==> src/rtl/i2s_slave_xcvr.sv <==
// i2s_slave_xcvr: codec-side I2S slave transceiver, follows master SCLK/LRCLK, oversampled on clk
//   clk, RST_n               system clock, asynchronous active-low reset
//   SCLK, LRCLK, SDin        bit clock, word select (0=left, 1=right) and serial data from the master
//   SDout                    serial data to the master, MSB one SCLK after each LRCLK edge
//   tx_lft, tx_rht, tx_ack   words to send; captured for the new frame on the tx_ack pulse
//   rx_lft, rx_rht, rx_vld   last clean received frame; updated on the rx_vld pulse
//   frm_err                  pulse when an LRCLK edge ends a half-frame of the wrong length
module i2s_slave_xcvr #(
  parameter int DW         = 24,
  parameter int FRAME_BITS = 32
) (
  input  logic          clk,
  input  logic          RST_n,
  input  logic          SCLK,
  input  logic          LRCLK,
  input  logic          SDin,
  output logic          SDout,
  input  logic [DW-1:0] tx_lft,
  input  logic [DW-1:0] tx_rht,
  output logic          tx_ack,
  output logic [DW-1:0] rx_lft,
  output logic [DW-1:0] rx_rht,
  output logic          rx_vld,
  output logic          frm_err
);
  localparam int CW = $clog2(FRAME_BITS + 1);
  localparam int BW = $clog2(DW + 1);
  typedef enum logic [1:0] {IDLE, LEFT, RIGHT} state_t;
  state_t state, state_nx;
  logic [2:0] sclk_s, lr_s;
  logic [1:0] sd_s;
  logic [CW-1:0] bit_cnt;
  logic [BW-1:0] bidx;
  logic [DW-1:0] sh_l, sh_r, sr_l, sr_r, hold_l, tx_word;
  logic sclk_rise, sclk_fall, lr_rise, lr_fall, lr_edge;
  logic in_frame, cnt_full, in_rng, cap, pend, dirty;
  // stage 2 vs stage 3 of each synchronizer gives the edge strobes
  always_comb begin
    sclk_rise = sclk_s[1] & ~sclk_s[2];
    sclk_fall = ~sclk_s[1] & sclk_s[2];
    lr_rise   = lr_s[1] & ~lr_s[2];
    lr_fall   = ~lr_s[1] & lr_s[2];
    lr_edge   = lr_rise | lr_fall;
    in_frame  = state != IDLE;
    cnt_full  = bit_cnt == CW'(FRAME_BITS);
    in_rng    = bit_cnt != '0 && bit_cnt <= CW'(DW);
    bidx      = BW'(DW - int'(bit_cnt));
    tx_word   = state == RIGHT ? sh_r : sh_l;
    cap       = in_frame && sclk_rise && !lr_edge && in_rng;
    state_nx  = lr_fall ? LEFT : (lr_rise && in_frame) ? RIGHT : state;
  end
  always_ff @(posedge clk or negedge RST_n)
    if (!RST_n) begin
      sclk_s <= '0;
      lr_s   <= '0;
      sd_s   <= '0;
    end else begin
      sclk_s <= {sclk_s[1:0], SCLK};
      lr_s   <= {lr_s[1:0], LRCLK};
      sd_s   <= {sd_s[0], SDin};
    end
  always_ff @(posedge clk or negedge RST_n)
    if (!RST_n) state <= IDLE;
    else state <= state_nx;
  always_ff @(posedge clk or negedge RST_n)
    if (!RST_n) begin
      bit_cnt <= '0;
      SDout   <= 1'b0;
      tx_ack  <= 1'b0;
      rx_vld  <= 1'b0;
      frm_err <= 1'b0;
      rx_lft  <= '0;
      rx_rht  <= '0;
      sh_l    <= '0;
      sh_r    <= '0;
      sr_l    <= '0;
      sr_r    <= '0;
      hold_l  <= '0;
      pend    <= 1'b0;
      dirty   <= 1'b0;
    end else begin
      tx_ack  <= lr_fall;
      frm_err <= lr_edge && in_frame && !cnt_full;
      rx_vld  <= pend && !dirty;
      pend    <= cap && state == RIGHT && bit_cnt == CW'(DW);
      if (pend && !dirty) begin
        rx_lft <= hold_l;
        rx_rht <= sr_r;
      end
      // a bad edge taints the frame it opens; a clean lr_fall starts a fresh frame
      if (lr_fall) begin
        sh_l  <= tx_lft;
        sh_r  <= tx_rht;
        dirty <= in_frame && !cnt_full;
      end
      if (lr_rise && in_frame) begin
        dirty <= dirty | !cnt_full;
        if (cnt_full) hold_l <= sr_l;
      end
      if (lr_edge || !in_frame) bit_cnt <= '0;
      else if (sclk_rise && !cnt_full) bit_cnt <= bit_cnt + 1'b1;
      // edge wins over a coincident fall: the delay slot always carries 0
      if (lr_edge || !in_frame) SDout <= 1'b0;
      else if (sclk_fall) SDout <= in_rng && tx_word[bidx];
      if (cap && state == LEFT) sr_l[bidx] <= sd_s[1];
      if (cap && state == RIGHT) sr_r[bidx] <= sd_s[1];
    end
endmodule

==> config.mk <==
export PLATFORM = sky130hd
export DESIGN_NAME = i2s_slave_xcvr
export DESIGN_NICKNAME = d
export VERILOG_FILES = /design/src/rtl/i2s_slave_xcvr.sv
export SDC_FILE = /design/constraint.sdc
export NUM_CORES = 1
export LEC_CHECK = 0
export CORE_MARGIN = 2
export CORE_UTILIZATION = 52
export CTS_CLUSTER_SIZE = 8
export DETAILED_ROUTE_END_ITERATION = 10
export GPL_ROUTABILITY_DRIVEN = 0
export PLACE_DENSITY_LB_ADDON = 0.12
export SLEW_MARGIN = 0
export SYNTH_ARGS = -nofsm -noshare
export SYNTH_HDL_FRONTEND = slang
export SYNTH_SLANG_ARGS = --single-unit
==> constraint.sdc <==
create_clock -name clk -period 4.89 [get_ports clk]
set_input_delay 0.978 -clock clk [delete_from_list [all_inputs] [get_ports clk]]
set_output_delay 0.978 -clock clk [all_outputs]
set_load 0.05 [all_outputs]
# Word level (Yosys, flattened, before mapping)
# Cells that the tools add are included.
[word_totals]
register_bits = 190
[op_classes]
reduce_logical = 26
muxes = 15
n_eq_ne = 4
addsub = 2
n_bitwise = 10
order_cmp = 3
[op_table]
columns = ["operator", "count"]
rows = [
  ["$bwmux 24", 2],
  ["$mux 24", 1],
  ["$logic_and 1x1->1", 15],
  ["$mux 6", 2],
  ["$reduce_bool 2->1", 4],
  ["$add 6x1->6 const B", 1],
  ["$eq 6x5->1 const B", 1],
  ["$eq 6x6->1 const B", 1],
  ["$le 6x5->1 const B", 1],
  ["$lt 5x6->1 const B", 1],
  ["$mux 1", 6],
  ["$reduce_bool 6->1", 1],
  ["$bmux 1 s5", 1],
  ["$demux 1 s5", 1],
  ["$ge 5x1->1 const B", 1],
  ["$sub 5x5->5 const A", 1],
  ["$and 1x1->1", 4],
  ["$logic_not 1->1", 4],
  ["$mux 2", 2],
  ["$not 1->1", 4],
  ["$eq 2x1->1 const B", 1],
  ["$eq 2x2->1 const B", 1],
  ["$or 1x1->1", 2],
  ["$reduce_and 2->1", 1],
  ["$logic_or 1x1->1", 1],
]

# Logic depth before layout (Yosys ltp)
# Gate-level depths: netlist of run 1.
[logic_depth]
depth_word = 8
depth_mapped = 12

# Worst setup path before layout of run 1
# OpenSTA, ideal clock, no wires.
[synth_path]
path_kind = "register -> register"
start = "reg bit_cnt[0]"
end = "reg sr_l[10]"
period_less_slack_ps = 2835
stages_incl_launch_ff = 12
t_required_ps = 4765
setup_slack_ps = 2055
t_arrival_ps = 2711
path_cell_list = "dfrtp_1 > buf_2 > clkbuf_1 > inv_1 > ha_1 > buf_4 > nor4b_4 > a2111oi_2 > and4b_1 > nand2_2 > nor2_1 > mux2_2"
[synth_via]
elab_chain_cells = 6
word_cells_on_any_way = 12
classes_between = "add/sub: 1; order compare: 3; mux: 3; reduce/logical: 5"
[synth_rtl]
columns = ["element", "line", "text"]
rows = [
  ["start: declaration", "32", "logic [CW-1:0] bit_cnt;"],
  ["start signal: assignment", "101", "else if (sclk_rise && !cnt_full) bit_cnt <= bit_cnt + 1'b1;"],
  ["$sub 5x5->5", "47", "bidx = BW'(DW - int'(bit_cnt));"],
  ["$lt 5x6->1 (implied by the code) or $ge 5x1->1 (tied branches)", "105", "if (cap && state == LEFT) sr_l[bidx] <= sd_s[1];"],
  ["$logic_and 1x1->1 (implied by the code)", "105", ""],
  ["$mux 1 (implied by the code)", "105", ""],
  ["$demux 1 s5", "105", ""],
  ["$bwmux 24", "105", ""],
  ["end signal: indexed assignment", "105", ""],
  ["end: declaration", "34", "logic [DW-1:0] sh_l, sh_r, sr_l, sr_r, hold_l, tx_word;"],
]
# Parallel ways exist; a longest one is shown, timed or not.
# A chain may end at the register's enable or synchronous reset.

# Worst setup path in the final report of run 1
[layout_path]
start = "reg bit_cnt[0]"
end = "reg sr_l[1]"
# The elaborated chain is that of the path after synthesis.

==> key figures, run 1 <==
Yosys
  – Share of the synthesized area in the top cell type: 0.585
  – Largest area contributor in the netlist: dfrtp_1
  – Seq/Total Area, Yosys: 0.585
  – Post-synth EDFFs: 0
  – Synth Instances: approximately 580
  – Post-Syn Area: 8120 µm²
  – Ys Warns: 0
  – Ranking of synthesized cells by area: dfrtp_1, mux2_2, mux2_4
  – Post-synth net total: between 600 and 700
  – Main synth FF type: dfrtp_1
  – Syn avg cell area: between 10 and 15 µm²
  – Synth unique cells: 55
  – Yosys reg bits: 190
  – Ys async rst share: 1.00

STA
  – Clk_skew: roughly 0.0095 ns
  – Final Hold Fails: 0
  – Setup TNS: 0 ns
  – Worst Tran Pin Value: between 1 and 1.5 ns
  – RSZ-0062 raised after global routing: no
  – Fin crit period: between 3 and 4 ns
  – Fin Hold WS: roughly 0.35 ns
  – Max-slew headroom: 0.148
  – Max-slew violations: 0
  – Fin crit share: 0.663
  – Max Fclk: just over 300 MHz
  – Final setup viols: 0

Pwr
  – Total Power: between 3 and 4 mW
  – Peak supply drop: ~260 µV
  – PwrDens: approximately 340 nW/µm²
  – Leak pwr: 4.54 nW

Placement
  – Port Buf Inserts: about 100
  – Detailed placement HPWL: 10700 µm
  – Placed cell count: 873

Clock network
  – Max Buffers Root-to-Sink: 2
  – Cts repair resizes: 0
  – # clock sinks: 190
  – Setup Buffers After CTS: 0
  – CTS hold repair buffers: 0
  – CTS H-tree depth: 4
  – TritonCTS Buffers: 17
  – Worst-path clk slew: 0.07 ns
  – Clk root buf: clkbuf_16
  – Clock latency on the worst-skew pair: approximately 0.44 ns
  – CTS tree: built

Floorplan
  – Die width: 129 µm
  – Initial Utilization: 0.532
  – Die outline area: 16600 µm²
  – Rows: 45
  – IO Pins: 105
  – Die Y: about 130 µm
  – Core area: roughly 15000 µm²

Setup path
  – Peak fanout along the critical path: 24
  – Worst setup EP type: flop
  – Setup CP Type: reg -> reg
  – Arrival time worst endpoint: between 3 and 4 ns
  – Cell Chain, Critical Path: inv_1 -> ha_1 -> nor4b_4 -> a2111oi_2 -> and4b_1 -> nand2_2 -> nor2_1 -> mux2_2
  – CP max stage delay: 0.88 ns
  – CP max-delay cell: dfrtp_1
  – FF-to-FF setup slack: 1.65 ns
  – CP Launch Type: flop
  – Worst path required time: 5.21 ns

Global route
  – GRT Util Overall: 0.210
  – Largest net degree at the start of global routing: around 130
  – Number of global-route vias before repair: about 5100
  – First-pass GRT wire length: about 27000 µm
  – Initial antenna violation count: 0
  – GRT overflow: 0

Min path
  – Worst hold path type: reg -> reg

Finish
  – Filler instances: 1127
  – Core Util, Final: 0.650
  – Fraction of layout cells with a size suffix above 1: 0.324
  – Final net count: approximately 740
  – Fin cells: slightly above 900
  – Diodes inserted: 0
  – Area delta synth->final: 22.1%

Route
  – Post-route ant nets: 0
  – Post-Route WL: about 16000 µm
  – Post-DR vias/cell: between 5 and 6
  – Residual DRC: 0
  – Total number of vias: 4820
  – Routed len/inst: between 15 and 20 µm
  – DR iter-0 viols: 301
  – Drt first pass iters: 4

Status
  – Outcome: finished clean

Flow run
  – Max-cap viol count: 0
-- where the power goes --
| part | switching [mW] | internal (mW) |
|---|---|---|
| registers | 0.0488 | 1.64 |
| logic | 0.131 | 0.142 |
| clock network | 0.614 | 0.775 |
-- placed cells by master, fill, tap and decap left out, types with 2 or more instances in the layout --
cell type and n:
inv_1 8, nand2_1 24, nor2_1 68, a21oi_1 6
nor3_1 5, nand4_1 4, clkbuf_8 2, inv_6 4
o31ai_1 2, o21ai_0 2, and4_1 2, mux2_1 4
a31oi_1 2, xor2_1 5, ha_1 7, nand2_2 6
a21o_1 2, nand2b_1 4, clkinvlp_4 4, mux2_2 145
and2_1 2, bufinv_16 2, clkinv_2 2, mux4_2 7
nand3_1 2, clkbuf_16 17, dfrtp_1 190, mux2_4 20
xnor2_1 3, a32o_1 2, buf_4 6, clkdlybuf4s50_1 103
mux2i_1 4
-- registers in the layout, summed over array words and instances (netlist names), 2 cells and up --
name	flops
bit_cnt	6
hold_l	24
lr_s	3
rx_lft	24
rx_rht	24
sclk_s	3
sd_s	2
sh_l	24
sh_r	24
sr_l	24
sr_r	24
state	2
-- final timing paths --
path                                        start                     end  depth (start not counted)
setup / recovery           bit_cnt[0]$_DFFE_PN0P_     sr_l[1]$_DFFE_PN0P_                          8
hold / removal                sclk_s[0]$_DFF_PN0_     sclk_s[1]$_DFF_PN0_                          0
setup reg to reg           bit_cnt[0]$_DFFE_PN0P_     sr_l[1]$_DFFE_PN0P_                          8
hold reg to reg               sclk_s[0]$_DFF_PN0_     sclk_s[1]$_DFF_PN0_                          0
max in group asynchronous                   RST_n     sr_r[0]$_DFFE_PN0P_                          2
min in group asynchronous                   RST_n  rx_lft[20]$_DFFE_PN0P_                          1
-- per-stage QoR --
step           area, µm²  worst slack (ns)
3_5_place_dp        9320              1.68
4_1_cts             9920              1.66
6_report            9920              1.65
5_1_grt             9920              1.37
2_1_floorplan       8120              2.05
3_3_place_gp        9320              1.78
-- cell usage after synthesis, types with 2 or more instances --
library cell,number
clkbuf_1,18
nor2b_1,2
o31ai_1,2
and2_1,2
buf_8,2
ha_1,8
mux4_2,7
mux2_1,4
a21oi_1,6
mux2_4,20
buf_4,2
dfrtp_1,190
a32o_1,2
a31oi_1,2
inv_1,8
nor2_1,68
a21o_1,2
nand2b_1,4
nand2_2,6
xor2_1,5
nand3_1,2
nor3_1,5
xnor2_1,3
nand2_1,24
and4_1,2
nand4_1,4
buf_2,5
buf_6,2
o21ai_0,2
mux2i_1,4
mux2_2,145
-- cells by family (layout without fill, tap and decap cells) --
kind of cell    after synthesis  count (layout)  share of synthesized area
compound gates               30              30                     0.0280
fa+ha+maj                     8               8                     0.0123
simple gates                128             128                     0.0739
xor+xnor                      8               8                    0.00863
mux                         180             180                      0.268
flops                       190             190                      0.585
buf+inv                      38             150                     0.0239
-- layer usage --
layer | GRT usage | up-vias | share of wire
li1 | - | 2231 | -
met1 | 0.282 | 2463 | 0.46
met2 | 0.336 | 105 | 0.49
met3 | 0.0470 | 21 | 0.035
met4 | 0.0806 | 0 | 0.019
met5 | 0 | - | 0
-- layout make-up --
class | instances | area (µm²) | area share
flip-flops and latches | 190 | 4750 | 0.479
clock buffers | 18 | 439 | 0.0443
clock inverters | 14 | 155 | 0.0156
well taps | 211 | 264 | 0.0266
inverters | 8 | 30.0 | 0.00303
repair buffers | 110 | 1090 | 0.110
multi-input cells | 354 | 3180 | 0.321
-- critical path, delay by kind of cell (launching register included) --
| kind | cells | cell delay, ns |
|---|---|---|
| and+or+nand+nor | 4 | 0.92 |
| adders and majority gates | 1 | 0.39 |
| muxes | 1 | 0.35 |
| buffers and inverters | 1 | 0.26 |
| AOI/OAI and AO/OA | 1 | 0.32 |
| DFF | 1 | 0.88 |
Power figures use the tool's default switching activity.
==> run 2: changes to the inputs <==
==> constraint.sdc (replaced) <==
create_clock -name clk -period 3.2 [get_ports clk]
set_input_delay 0.64 -clock clk [delete_from_list [all_inputs] [get_ports clk]]
set_output_delay 0.64 -clock clk [all_outputs]
set_load 0.05 [all_outputs]
==> key figures, run 2 (synthesis results as in run 1) <==
Global route
  – GRT overflow: 0 (unchanged)
  – GRT Util Overall: 0.207 (was 0.210)
  – Largest net degree at the start of global routing: 94 (was 126)
  – Number of global-route vias before repair: 5256 (was 5145)
  – Initial antenna violation count: 0 (unchanged)
  – First-pass GRT wire length: 26400 µm (was 26600 µm)

Setup path
  – Worst reg2reg path depth: 8 (unchanged)
  – Worst R2R Start: bit_cnt[1]$_DFFE_PN0P_ (was bit_cnt[0]$_DFFE_PN0P_)
  – Arrival time worst endpoint: 3.14 ns (was 3.56 ns)
  – Setup CP Type: reg -> reg (unchanged)
  – Peak fanout along the critical path: 11 (was 24)
  – Worst path required time: 3.51 ns (was 5.21 ns)
  – CP Launch Type: flop (unchanged)
  – Crit Reg-Reg Endpoint: sr_r[13]$_DFFE_PN0P_ (was sr_l[1]$_DFFE_PN0P_)
  – Worst setup EP type: flop (unchanged)
  – FF-to-FF setup slack: 0.37 ns (was 1.65 ns)

STA
  – Max-slew violations: 0 (unchanged)
  – Final Hold Fails: 0 (unchanged)
  – Max Fclk: 353 MHz (was 308 MHz)
  – Setup TNS: 0 ns (unchanged)
  – Clk_skew: 0.00739 ns (was 0.00950 ns)
  – Final setup viols: 0 (unchanged)
  – Fin crit share: 0.885 (was 0.663)
  – Fin crit period: 2.83 ns (was 3.24 ns)
  – Worst Tran Pin Value: 1.31 ns (was 1.28 ns)
  – Final WS setup: 0.368 ns (was 1.65 ns)
  – RSZ-0062 raised after global routing: no (unchanged)
  – Max-slew headroom: 0.124 (was 0.148)

Clock network
  – Worst-path clk slew: 0.06 ns (was 0.07 ns)
  – CTS tree: built (unchanged)
  – TritonCTS Buffers: 17 (unchanged)
  – # clock sinks: 190 (unchanged)
  – Clk root buf: clkbuf_16 (unchanged)
  – Cts repair resizes: 0 (unchanged)
  – Setup Buffers After CTS: 0 (unchanged)
  – Max Buffers Root-to-Sink: 2 (unchanged)
  – CTS hold repair buffers: 0 (unchanged)
  – Clock latency on the worst-skew pair: 0.43 ns (was 0.44 ns)
  – CTS H-tree depth: 4 (unchanged)

Route
  – Post-Route WL: 15800 µm (was 15900 µm)
  – Routed len/inst: 17.4 µm (was 17.5 µm)
  – Drt first pass iters: 4 (unchanged)
  – Post-DR vias/cell: 5.31 (was 5.33)
  – Residual DRC: 0 (unchanged)
  – Post-route ant nets: 0 (unchanged)
  – Total number of vias: 4833 (was 4820)
  – DR iter-0 viols: 212 (was 301)

Floorplan
  – Die width: 129 µm (unchanged)
  – Rows: 45 (unchanged)
  – Core area: 15300 µm² (unchanged)
  – IO Pins: 105 (unchanged)
  – Die Y: 129 µm (unchanged)
  – Die outline area: 16600 µm² (unchanged)
  – Initial Utilization: 0.532 (unchanged)

Placement
  – Port Buf Inserts: 104 (unchanged)
  – Detailed placement HPWL: 10900 µm (was 10700 µm)
  – Pre-CTS setup slack: 0.387 ns (was 1.68 ns)

Finish
  – Most frequent cells in the layout: dfrtp_1, mux2_2, clkdlybuf4s50_1, nor2_1, nand2_1 (unchanged)
  – Final net count: 748 (was 742)
  – Area delta synth->final: 22.6% (was 22.1%)
  – Sequential Area: 4750 µm² (unchanged)
  – Diodes inserted: 0 (unchanged)
  – Fraction of layout cells with a size suffix above 1: 0.325 (was 0.324)
  – Area of the multi-input gates: 3180 µm² (unchanged)
  – Filler instances: 1154 (was 1127)
  – Most common cell after layout, fill and taps aside: dfrtp_1 (unchanged)

Pwr
  – Leak pwr: 4.56 nW (was 4.54 nW)
  – PwrDens: 509 nW/µm² (was 338 nW/µm²)
  – Peak supply drop: 386 µV (was 263 µV)

Status
  – Outcome: finished clean (unchanged)

Flow run
  – Max-cap viol count: 0 (unchanged)

Min path
  – Worst hold path type: in -> async (was reg -> reg)
-- run 2: layout make-up --
type	instances	share of cell area
clock buffers	22	0.0466
clock inverters	9	0.0111
inverters	8	0.00302
multi-input cells	354	0.320
flip-flops and latches	190	0.478
well taps	211	0.0265
repair buffers	116	0.115
-- run 2: routing by layer --
metal	track usage	vias up	share of wire
met3	0.0499	23	0.031
li1	-	2244	-
met2	0.340	87	0.49
met5	0	-	0
met1	0.273	2479	0.46
met4	0.0678	0	0.016
-- run 2: worst max-delay path by stage --
stage / start / endpoint / cells past startpoint
after CTS: bit_cnt[1]$_DFFE_PN0P_ / sr_r[13]$_DFFE_PN0P_ / 8
after global routing: bit_cnt[1]$_DFFE_PN0P_ / sr_l[12]$_DFFE_PN0P_ / 8
after detailed placement: bit_cnt[1]$_DFFE_PN0P_ / sr_r[13]$_DFFE_PN0P_ / 8
after floorplan: bit_cnt[0]$_DFFE_PN0P_ / sr_l[10]$_DFFE_PN0P_ / 11
after global placement: bit_cnt[1]$_DFFE_PN0P_ / sr_l[0]$_DFFE_PN0P_ / 8
final: bit_cnt[1]$_DFFE_PN0P_ / sr_r[13]$_DFFE_PN0P_ / 8
-- run 2: worst max-delay path, cell delays in order (launching register included) --
cell and delay, ns:
dfrtp_1 0.49, inv_1 0.17, ha_1 0.40, nand2b_1 0.21, a2111oi_2 0.39, and2_1 0.28
nand2_1 0.23, nor2_1 0.18, mux2_2 0.35
-- run 2: where the power goes --
part           total, mW  leakage, nW  internal (mW)  switching (mW)
sequential          2.57         2.52           2.51          0.0648
combinational      0.433         1.77          0.227           0.206
clock               2.06        0.273           1.19           0.868
-- run 2: through the flow --
step                cell area [µm²]  power (mW)  hold slack (ns)  utilization  instances
floorplan                      8120        2.85            0.331            -        582
global placement               9380        3.04            0.333        0.615        879
detailed placement             9380        3.05            0.343        0.615        879
CTS                            9950        5.12            0.308        0.652        910
global route                   9950        5.26            0.317        0.652        910
finish                         9950        5.06            0.269        0.652        910
==> run 3: changes to the inputs <==
--- a/config.mk
+++ b/config.mk
@@ -5,7 +5,7 @@
 export SDC_FILE = /design/constraint.sdc
 export NUM_CORES = 1
 export LEC_CHECK = 0
-export CORE_MARGIN = 2
+export CORE_MARGIN = 4
 export CORE_UTILIZATION = 52
 export CTS_CLUSTER_SIZE = 8
 export DETAILED_ROUTE_END_ITERATION = 10
==> key figures, run 3 (synthesis results as in run 1) <==
Status
  – Outcome: finished clean (unchanged)

Setup path
  – Arrival time worst endpoint: 3.13 ns (was 3.14 ns)
  – Cell Chain, Critical Path: inv_1 -> ha_1 -> nand2b_1 -> a2111oi_2 -> and2_1 -> nand2_1 -> nor2_1 -> mux2_2 (unchanged)
  – Worst path required time: 3.51 ns (about the same)
  – Peak fanout along the critical path: 11 (unchanged)
  – Worst R2R Start: bit_cnt[1]$_DFFE_PN0P_ (unchanged)
  – CP max stage delay: 0.50 ns (was 0.49 ns)
  – CP Launch Type: flop (unchanged)
  – Bufs and invs on worst path: 1 (unchanged)
  – Setup CP Type: reg -> reg (unchanged)
  – Crit-path leading delay family: simple AND/OR/NAND/NOR gates (unchanged)
  – CP max-delay cell: dfrtp_1 (unchanged)
  – Worst setup EP type: flop (unchanged)
  – Worst reg2reg path depth: 8 (unchanged)
  – Crit Reg-Reg Endpoint: sr_r[13]$_DFFE_PN0P_ (unchanged)
  – FF-to-FF setup slack: 0.38 ns (was 0.37 ns)
  – WP depth: 8 (unchanged)

Route
  – Routed len/inst: 17.3 µm (was 17.4 µm)
  – Total number of vias: 4779 (was 4833)
  – DR iter-0 viols: 212 (unchanged)
  – Post-Route WL: 15700 µm (was 15800 µm)
  – Drt first pass iters: 4 (unchanged)
  – Post-DR vias/cell: 5.26 (was 5.31)
  – Residual DRC: 0 (unchanged)
  – Post-route ant nets: 0 (unchanged)

Floorplan
  – Initial Utilization: 0.532 (unchanged)
  – Core area: 15300 µm² (unchanged)
  – Die Y: 133 µm (was 129 µm)
  – Rows: 45 (unchanged)
  – Die width: 133 µm (was 129 µm)
  – Die outline area: 17700 µm² (was 16600 µm²)
  – IO Pins: 105 (unchanged)

Clock network
  – Clk root buf: clkbuf_16 (unchanged)
  – CTS hold repair buffers: 0 (unchanged)
  – Worst-path clk slew: 0.07 ns (was 0.06 ns)
  – Max Buffers Root-to-Sink: 2 (unchanged)
  – CTS H-tree depth: 4 (unchanged)
  – Setup Buffers After CTS: 0 (unchanged)
  – CTS tree: built (unchanged)
  – Clock latency on the worst-skew pair: 0.42 ns (was 0.43 ns)
  – TritonCTS Buffers: 17 (unchanged)
  – Cts repair resizes: 0 (unchanged)
  – # clock sinks: 190 (unchanged)

Global route
  – First-pass GRT wire length: 26800 µm (was 26400 µm)
  – GRT overflow: 0 (unchanged)
  – GRT Util Overall: 0.190 (was 0.207)
  – Initial antenna violation count: 0 (unchanged)
  – Number of global-route vias before repair: 5173 (was 5256)
  – Largest net degree at the start of global routing: 86 (was 94)

STA
  – Max-slew violations: 0 (unchanged)
  – Fin Hold WS: 0.272 ns (was 0.269 ns)
  – Max-slew headroom: 0.118 (was 0.124)
  – Setup TNS: 0 ns (unchanged)
  – Final Hold Fails: 0 (unchanged)
  – Worst Tran Pin Value: 1.32 ns (was 1.31 ns)
  – Max Fclk: 355 MHz (was 353 MHz)
  – Clk_skew: 0.00781 ns (was 0.00739 ns)
  – Fin crit share: 0.880 (was 0.885)
  – Final setup viols: 0 (unchanged)
  – Fin crit period: 2.82 ns (was 2.83 ns)
  – RSZ-0062 raised after global routing: no (unchanged)

Finish
  – Final net count: 746 (was 748)
  – Filler instances: 1133 (was 1154)
  – Diodes inserted: 0 (unchanged)
  – Most common cell after layout, fill and taps aside: dfrtp_1 (unchanged)
  – Most frequent cells in the layout: dfrtp_1, mux2_2, clkdlybuf4s50_1, nor2_1, nand2_1 (unchanged)
  – Fraction of layout cells with a size suffix above 1: 0.321 (was 0.325)
  – Area delta synth->final: 22.1% (was 22.6%)

Placement
  – Port Buf Inserts: 104 (unchanged)
  – Detailed placement HPWL: 11100 µm (was 10900 µm)

Flow run
  – Max-cap viol count: 0 (unchanged)

Pwr
  – Total Power: 4.96 mW (was 5.06 mW)
  – Peak supply drop: 343 µV (was 386 µV)
  – PwrDens: 500 nW/µm² (was 509 nW/µm²)
  – Leak pwr: 4.54 nW (was 4.56 nW)

Min path
  – Worst hold path type: in -> async (unchanged)
## run 3: cell count changes in the layout (fill, tap and decap cells not counted)
| cell | previous run | this run |
|---|---|---|
| buf_12 | 1 | 2 |
| buf_4 | 11 | 8 |
| bufinv_16 | 2 | 1 |
| clkbuf_1 | 3 | 4 |
| clkbuf_8 | 3 | 2 |
| clkinv_4 | 0 | 2 |
| inv_6 | 2 | 1 |
## run 3: how the worst max path moves through the flow
stage | startpoint | endpoint | slack (ns)
final | bit_cnt[1]$_DFFE_PN0P_ | sr_r[13]$_DFFE_PN0P_ | 0.38
after detailed placement | bit_cnt[1]$_DFFE_PN0P_ | sr_l[11]$_DFFE_PN0P_ | 0.40
after global routing | bit_cnt[1]$_DFFE_PN0P_ | sr_r[13]$_DFFE_PN0P_ | 0.17
after CTS | bit_cnt[1]$_DFFE_PN0P_ | sr_r[13]$_DFFE_PN0P_ | 0.37
after global placement | bit_cnt[1]$_DFFE_PN0P_ | sr_l[20]$_DFFE_PN0P_ | 0.55
after floorplan | bit_cnt[0]$_DFFE_PN0P_ | sr_l[10]$_DFFE_PN0P_ | 0.36
## run 3: cell type report
cell class | count | area, µm² | share of cell area
clock buffer | 22 | 454 | 0.0458
clock inverter | 9 | 88.8 | 0.00895
inverter | 8 | 30.0 | 0.00303
multi-input combinational | 354 | 3180 | 0.321
sequential | 190 | 4750 | 0.479
tap | 211 | 264 | 0.0266
timing repair buffer | 114 | 1140 | 0.115
## run 3: stage by stage
stage,instance area [µm²],setup slack [ns],util,std cells
floorplan,8120,0.365,-,582
CTS,9920,0.373,0.650,908
global route,9920,0.169,0.650,908
detailed placement,9380,0.401,0.615,877
finish,9920,0.384,0.650,908
global placement,9380,0.552,0.615,877
## run 3: routing by layer
layer	routed length, µm	global-route usage	part of all wire	up-vias
met5	0	0	0	-
met4	261	0.0572	0.017	0
met3	548	0.0418	0.035	22
met2	7670	0.306	0.49	94
met1	7260	0.261	0.46	2415
li1	-	-	-	2248
## run 3: report_power, final
group | total, mW | switching, mW | internal, mW
Combinational | 0.434 | 0.206 | 0.227
Clock | 1.95 | 0.861 | 1.09
Sequential | 2.57 | 0.0658 | 2.51
